[config.mk]
export PLATFORM = sky130hd
export DESIGN_NAME = aurora_link_supervisor
export DESIGN_NICKNAME = d
export VERILOG_FILES = /design/src/rtl/aurora_link_supervisor.sv
export SDC_FILE = /design/constraint.sdc
export NUM_CORES = 1
export LEC_CHECK = 0
export ABC_AREA = 1
export ABC_CLOCK_PERIOD_IN_PS = 2600
export CAP_MARGIN = 15
export CELL_PAD_IN_SITES_DETAIL_PLACEMENT = 0
export CELL_PAD_IN_SITES_GLOBAL_PLACEMENT = 1
export CORE_ASPECT_RATIO = 2
export CORE_MARGIN = 3
export CORE_UTILIZATION = 41
export DETAILED_ROUTE_END_ITERATION = 8
export PLACE_DENSITY = 0.88
export SLEW_MARGIN = 15
export SYNTH_ARGS = -nofsm -noshare
export SYNTH_HDL_FRONTEND = slang
export SYNTH_SLANG_ARGS = --single-unit
[constraint.sdc]
create_clock -name sysClk -period 2.6 [get_ports sysClk]
set_input_delay 0.52 -clock sysClk [delete_from_list [all_inputs] [get_ports sysClk]]
set_output_delay 0.52 -clock sysClk [all_outputs]
set_load 0.02 [all_outputs]
[src/rtl/aurora_link_supervisor.sv]
// Aurora link bring-up supervisor: sequences PMA/PB resets, waits for channel up,
// restarts on timeout or link loss, and keeps saturating error/restart statistics.
module aurora_link_supervisor #(
    parameter int PMA_INIT_CYCLES = 1024,
    parameter int RESET_PB_CYCLES = 128,
    parameter int TIMEOUT_CYCLES  = 1000000,
    parameter int CNT_WIDTH       = 16
) (
    input  logic                 sysClk,
    input  logic                 sysReset,
    input  logic                 enable,
    input  logic                 channelUp,
    input  logic                 hardErr,
    input  logic                 softErr,
    input  logic                 forceReset,
    input  logic                 clearCounts,
    output logic                 resetPb,
    output logic                 pmaInit,
    output logic                 linkUp,
    output logic [2:0]           state,
    output logic [CNT_WIDTH-1:0] restartCount,
    output logic [CNT_WIDTH-1:0] hardErrCount,
    output logic [CNT_WIDTH-1:0] softErrCount
);

    typedef enum logic [2:0] {
        IDLE      = 3'd0,
        PMA_RESET = 3'd1,
        PB_RESET  = 3'd2,
        WAIT_UP   = 3'd3,
        RUNNING   = 3'd4
    } state_t;

    localparam int MAX_AB  = (PMA_INIT_CYCLES > RESET_PB_CYCLES) ? PMA_INIT_CYCLES : RESET_PB_CYCLES;
    localparam int MAX_CYC = (MAX_AB > TIMEOUT_CYCLES) ? MAX_AB : TIMEOUT_CYCLES;
    localparam int DWELL_W = $clog2(MAX_CYC + 1);

    state_t               cur_state;
    state_t               next_state;
    logic                 restart;
    logic [DWELL_W-1:0]   dwell;

    assign state = cur_state;

    // NOTE: every variable driven here gets a default first, so no path can infer a latch.
    always_comb begin
        next_state = cur_state;
        restart    = 1'b0;
        if (!enable) begin
            next_state = IDLE;
        end else begin
            case (cur_state)
                IDLE: next_state = PMA_RESET;
                PMA_RESET: begin
                    if (forceReset)
                        restart = 1'b1;
                    else if (dwell == DWELL_W'(PMA_INIT_CYCLES - 1))
                        next_state = PB_RESET;
                end
                PB_RESET: begin
                    if (forceReset)
                        restart = 1'b1;
                    else if (dwell == DWELL_W'(RESET_PB_CYCLES - 1))
                        next_state = WAIT_UP;
                end
                WAIT_UP: begin
                    if (forceReset)
                        restart = 1'b1;
                    else if (channelUp)
                        next_state = RUNNING;
                    else if (dwell == DWELL_W'(TIMEOUT_CYCLES - 1))
                        restart = 1'b1;
                end
                RUNNING: begin
                    // Simultaneous loss causes collapse into a single restart event.
                    if (!channelUp || hardErr || forceReset)
                        restart = 1'b1;
                end
                default: next_state = IDLE;
            endcase
            if (restart)
                next_state = PMA_RESET;
        end
    end

    // NOTE: state and counters are flops, so they are only ever assigned with <=.
    always_ff @(posedge sysClk or posedge sysReset) begin
        if (sysReset) begin
            cur_state    <= IDLE;
            dwell        <= '0;
            resetPb      <= 1'b1;
            pmaInit      <= 1'b1;
            linkUp       <= 1'b0;
            restartCount <= '0;
            hardErrCount <= '0;
            softErrCount <= '0;
        end else begin
            cur_state <= next_state;
            resetPb   <= (next_state == IDLE) || (next_state == PMA_RESET) || (next_state == PB_RESET);
            pmaInit   <= (next_state == IDLE) || (next_state == PMA_RESET);
            linkUp    <= (next_state == RUNNING);

            // A restart re-enters PMA_RESET, so it must clear the dwell even without a state change.
            if (restart || (next_state != cur_state))
                dwell <= '0;
            else if ((cur_state == PMA_RESET) || (cur_state == PB_RESET) || (cur_state == WAIT_UP))
                dwell <= dwell + DWELL_W'(1);

            if (clearCounts) begin
                restartCount <= '0;
                hardErrCount <= '0;
                softErrCount <= '0;
            end else begin
                if (restart && (restartCount != '1))
                    restartCount <= restartCount + CNT_WIDTH'(1);
                if (hardErr && (hardErrCount != '1))
                    hardErrCount <= hardErrCount + CNT_WIDTH'(1);
                if (softErr && (softErrCount != '1))
                    softErrCount <= softErrCount + CNT_WIDTH'(1);
            end
        end
    end

endmodule

==> summary.txt <==
Routing
  • Detailed Route WL: 11800 µm
  • Routed wire per std cell: roughly 15 µm
  • Initial DRC Count: roughly 260
  • Number of vias per cell: 5.22
  • DR vias: between 4000 and 5000
  • DRC viols: 0
  • Number of antenna-violating nets in the routed design: 0
  • Total iterations of the first detailed-routing run: 5

Yosys
  • Post-Synth XOR/XNOR Area: around 8.3%
  • YS warnings: 0
  • Compound-Gate Fraction of Synth Area: around 8.6%
  • Synth Register Bits: 74
  • Synth Area in Simple Gates: between 30 and 40%
  • Area contributors post-synth: dfrtp_1, nand2_1, xor2_1, nand3_1, nor2_1
  • Mapped Cells: ~570
  • Post-synthesis mux area share: 0.225%
  • Largest family of logic cells by synthesized area: simple AND/OR/NAND/NOR gates
  • Asr flop ratio synth: between 90% and 100%
  • Commonest cells in the netlist: nand2_1, dfrtp_1, nor2_1
  • Top FF cell, synth: dfrtp_1
  • Syn_area_per_cell: roughly 8 µm²
  • Sequential share of the synthesized area: between 40% and 50%
  • Post-synth cell types: 45
  • Yosys top cell by area: dfrtp_1
  • Top-count cell post-synth: nand2_1
  • Number of flops mapped to enable cells by yosys: 0
  • Mapped Area: 4440 µm²
  • Mapped Nets: about 580
  • Synth top area share: approximately two fifths
  • Adder-cell area share of the yosys netlist: 1.13%

Timing
  • Relative slew slack: roughly 72%
  • Hold_ws: between 0.4 and 0.5 ns
  • Fin. Hold Viols: 0
  • Final setup violation count: 0
  • Setup ws final: 0.482 ns
  • Fmax: approximately 470 MHz
  • Period utilization: 81.5%
  • Sum Neg Setup Slack: 0 ns
  • Slew Viols, Final: 0
  • RSZ-0062 raised after global routing: no
  • Final Critical Period: approximately 2.1 ns
  • Clock skew: approximately 0.0063 ns
  • Slew @ Worst Pin: around 0.42 ns

Min path
  • Hold Path Class: flip-flop to flip-flop
  • Worst Hold Path Cells: 1
  • WHS Endpoint: hardErrCount[8]
  • Hold Startpoint: hardErrCount[8]

Worst setup path
  • Reg-to-reg startpoint: softErrCount[0]
  • Largest stage delay, worst path: between 0.4 and 0.5 ns
  • Worst r2r dst: softErrCount[7]
  • CP startpoint kind: flip-flop
  • Kind of critical path: flip-flop to flip-flop
  • Buf/Inv on CP: 0
  • Critical-path top delay cell: dfrtp_1
  • Crit path cell chain: ha_1, nand3_1, nor3_1, nand3_1, nand2_1, nor3_1, nand2_1, o21ai_0, a21oi_1
  • Critical path endpoint category: flip-flop
  • Largest delay share family, worst path: simple AND/OR/NAND/NOR gates
  • Critical-path maximum fanout: 10
  • R2r worst-path depth: 9
  • Critical Path RT: 2.81 ns
  • CP arrival: between 2 and 2.5 ns
  • Reg-to-reg setup timing slack: 0.48 ns

Global route
  • Number of global-route vias before repair: a little over 4000
  • Largest net degree at the start of global routing: 75
  • First-pass GRT wire length: just under 20000 µm
  • Initial antenna violation count: 0
  • Total gr overflow: 0
  • Overall global routing resource usage: about 20%

Flow run
  • Max_cap viols: 0

Floorplan
  • # IOs: a little over 60
  • # rows: 53
  • Die footprint: 12200 µm²
  • Die width: 79.6 µm
  • Die Y: approximately 150 µm
  • Core Footprint: between 10000 and 15000 µm²
  • Initial core utilization: 42.1%

Status
  • Status: finished clean

Place
  • Pre-CTS setup slack: around 0.27 ns
  • Routability cong.: 0.929
  • Hpwl dp: about 8900 µm
  • IO buf count: about 60

CTS
  • Hold Buf Count CTS: 0
  • Num CTS Buffers: 9
  • Clk slew on worst S/H paths: about 0.06 ns
  • Root Buffer: clkbuf_16
  • Skew-Pair Late Insertion Delay: ~0.33 ns
  • TritonCTS clock tree: yes
  • # clock sinks: between 70 and 80
  • Post-CTS Setup Repair Bufs: 0
  • H-tree levels: 3
  • Clock Path Buffers: 2
  • Post_cts resized: 0

Pwr
  • Max IR drop VDD: between 0.3 and 0.4 mV
  • P_sw: roughly 0.67 mW
  • Clock share of power: around 50%
  • Pwr dens: 519 nW/µm²
  • Leak pwr: about 2.3 nW
  • Register share of total power: 41.3%
  • Sw frac: a little under a quarter
  • Combinational power share: under 10%
  • Cell Int Power: around 2.2 mW

Cells and area
  • Filler cells: between 900 and 1000
  • # diodes: 0
  • Area Growth Syn to Fin: 25.8%
  • # nets final: approximately 650
  • Fraction of layout cells with a size suffix above 1: between 10% and 20%
## worst max path at each step
stage | from | endpoint | slack (ns) | depth (start not counted)
2_1_floorplan | sysReset | dwell[0] | 0.20 | 1
3_3_place_gp | forceReset | dwell[14] | 0.31 | 13
3_5_place_dp | forceReset | dwell[7] | 0.27 | 13
4_1_cts | softErrCount[0] | softErrCount[7] | 0.47 | 9
5_1_grt | softErrCount[0] | softErrCount[7] | 0.24 | 9
6_report | softErrCount[0] | softErrCount[7] | 0.48 | 9
## registers in the layout, summed over array words and instances, names as in the netlist
signal	count
dwell	20
softErrCount	16
resetPb	1
linkUp	1
hardErrCount	16
pmaInit	1
state	3
restartCount	16
## power groups by stage
stage | combinational, mW | sequential [mW] | clock (mW)
3_5_place_dp | 0.262 | 1.22 | 0
6_report | 0.259 | 1.20 | 1.44
4_1_cts | 0.263 | 1.20 | 1.48
5_1_grt | 0.286 | 1.20 | 1.52
2_1_floorplan | 0.157 | 1.22 | 0
3_3_place_gp | 0.256 | 1.21 | 0
## metal layers
| metal | routed length, µm | share of wire, % | track usage [%] | up-vias |
|---|---|---|---|---|
| met2 | 6740 | 57 | 38.7 | 118 |
| met1 | 4160 | 35 | 21.0 | 1927 |
| met5 | 0 | 0 | 0 | - |
| met4 | 397 | 3.4 | 9.51 | 0 |
| li1 | - | - | - | 1980 |
| met3 | 447 | 3.8 | 3.42 | 31 |
## cell families after synthesis
family	after synthesis
compound gates	59
xor+xnor	42
fa+ha+maj	4
buf+inv	75
flops	74
mux	1
simple gates	312
## worst register-to-register path, stage by stage, from the launching register on
cell     delay [ns]
dfrtp_1        0.44
ha_1           0.24
nand3_1        0.14
nor3_1         0.07
nand3_1        0.07
nand2_1        0.22
nor3_1         0.41
nand2_1        0.16
o21ai_0        0.18
a21oi_1        0.06
## area by class of cell
type	count	area (µm²)	area share, %
sequential	74	1850	33.2
inverter	63	236	4.23
tap	137	171	3.07
multi-input combinational	418	2270	40.7
timing repair buffer	69	696	12.5
clock buffer	10	239	4.28
clock inverter	6	113	2.02
## metrics by stage
step	util (%)	cell area (µm²)	power, mW	instances
after floorplan	-	4440	1.38	567
after global placement	49.6	5230	1.47	761
after detailed placement	49.6	5230	1.48	761
after CTS	53.0	5580	2.94	777
after global routing	53.0	5580	3.01	777
final	53.0	5580	2.90	777
## cells in the final DEF, fill, tap and decap left out, types with 2 or more instances in the layout
master / n
o21ai_1: 5
bufinv_16: 3
inv_1: 55
nand3_2: 2
nor2_1: 68
ha_1: 4
buf_4: 6
nor4_1: 4
clkbuf_16: 9
a31oi_1: 2
nor3_1: 23
buf_12: 2
nand4_1: 12
dfrtp_1: 72
nor3_2: 2
nand3_1: 53
o21ai_0: 21
clkdlybuf4s50_1: 61
xor2_1: 36
inv_2: 7
dfstp_2: 2
o31ai_1: 7
a21oi_1: 14
nand2_1: 109
nor2_2: 25
nand2_2: 7
o31ai_2: 2
xnor2_1: 6
No activity file was read; power rests on OpenSTA's default activity.
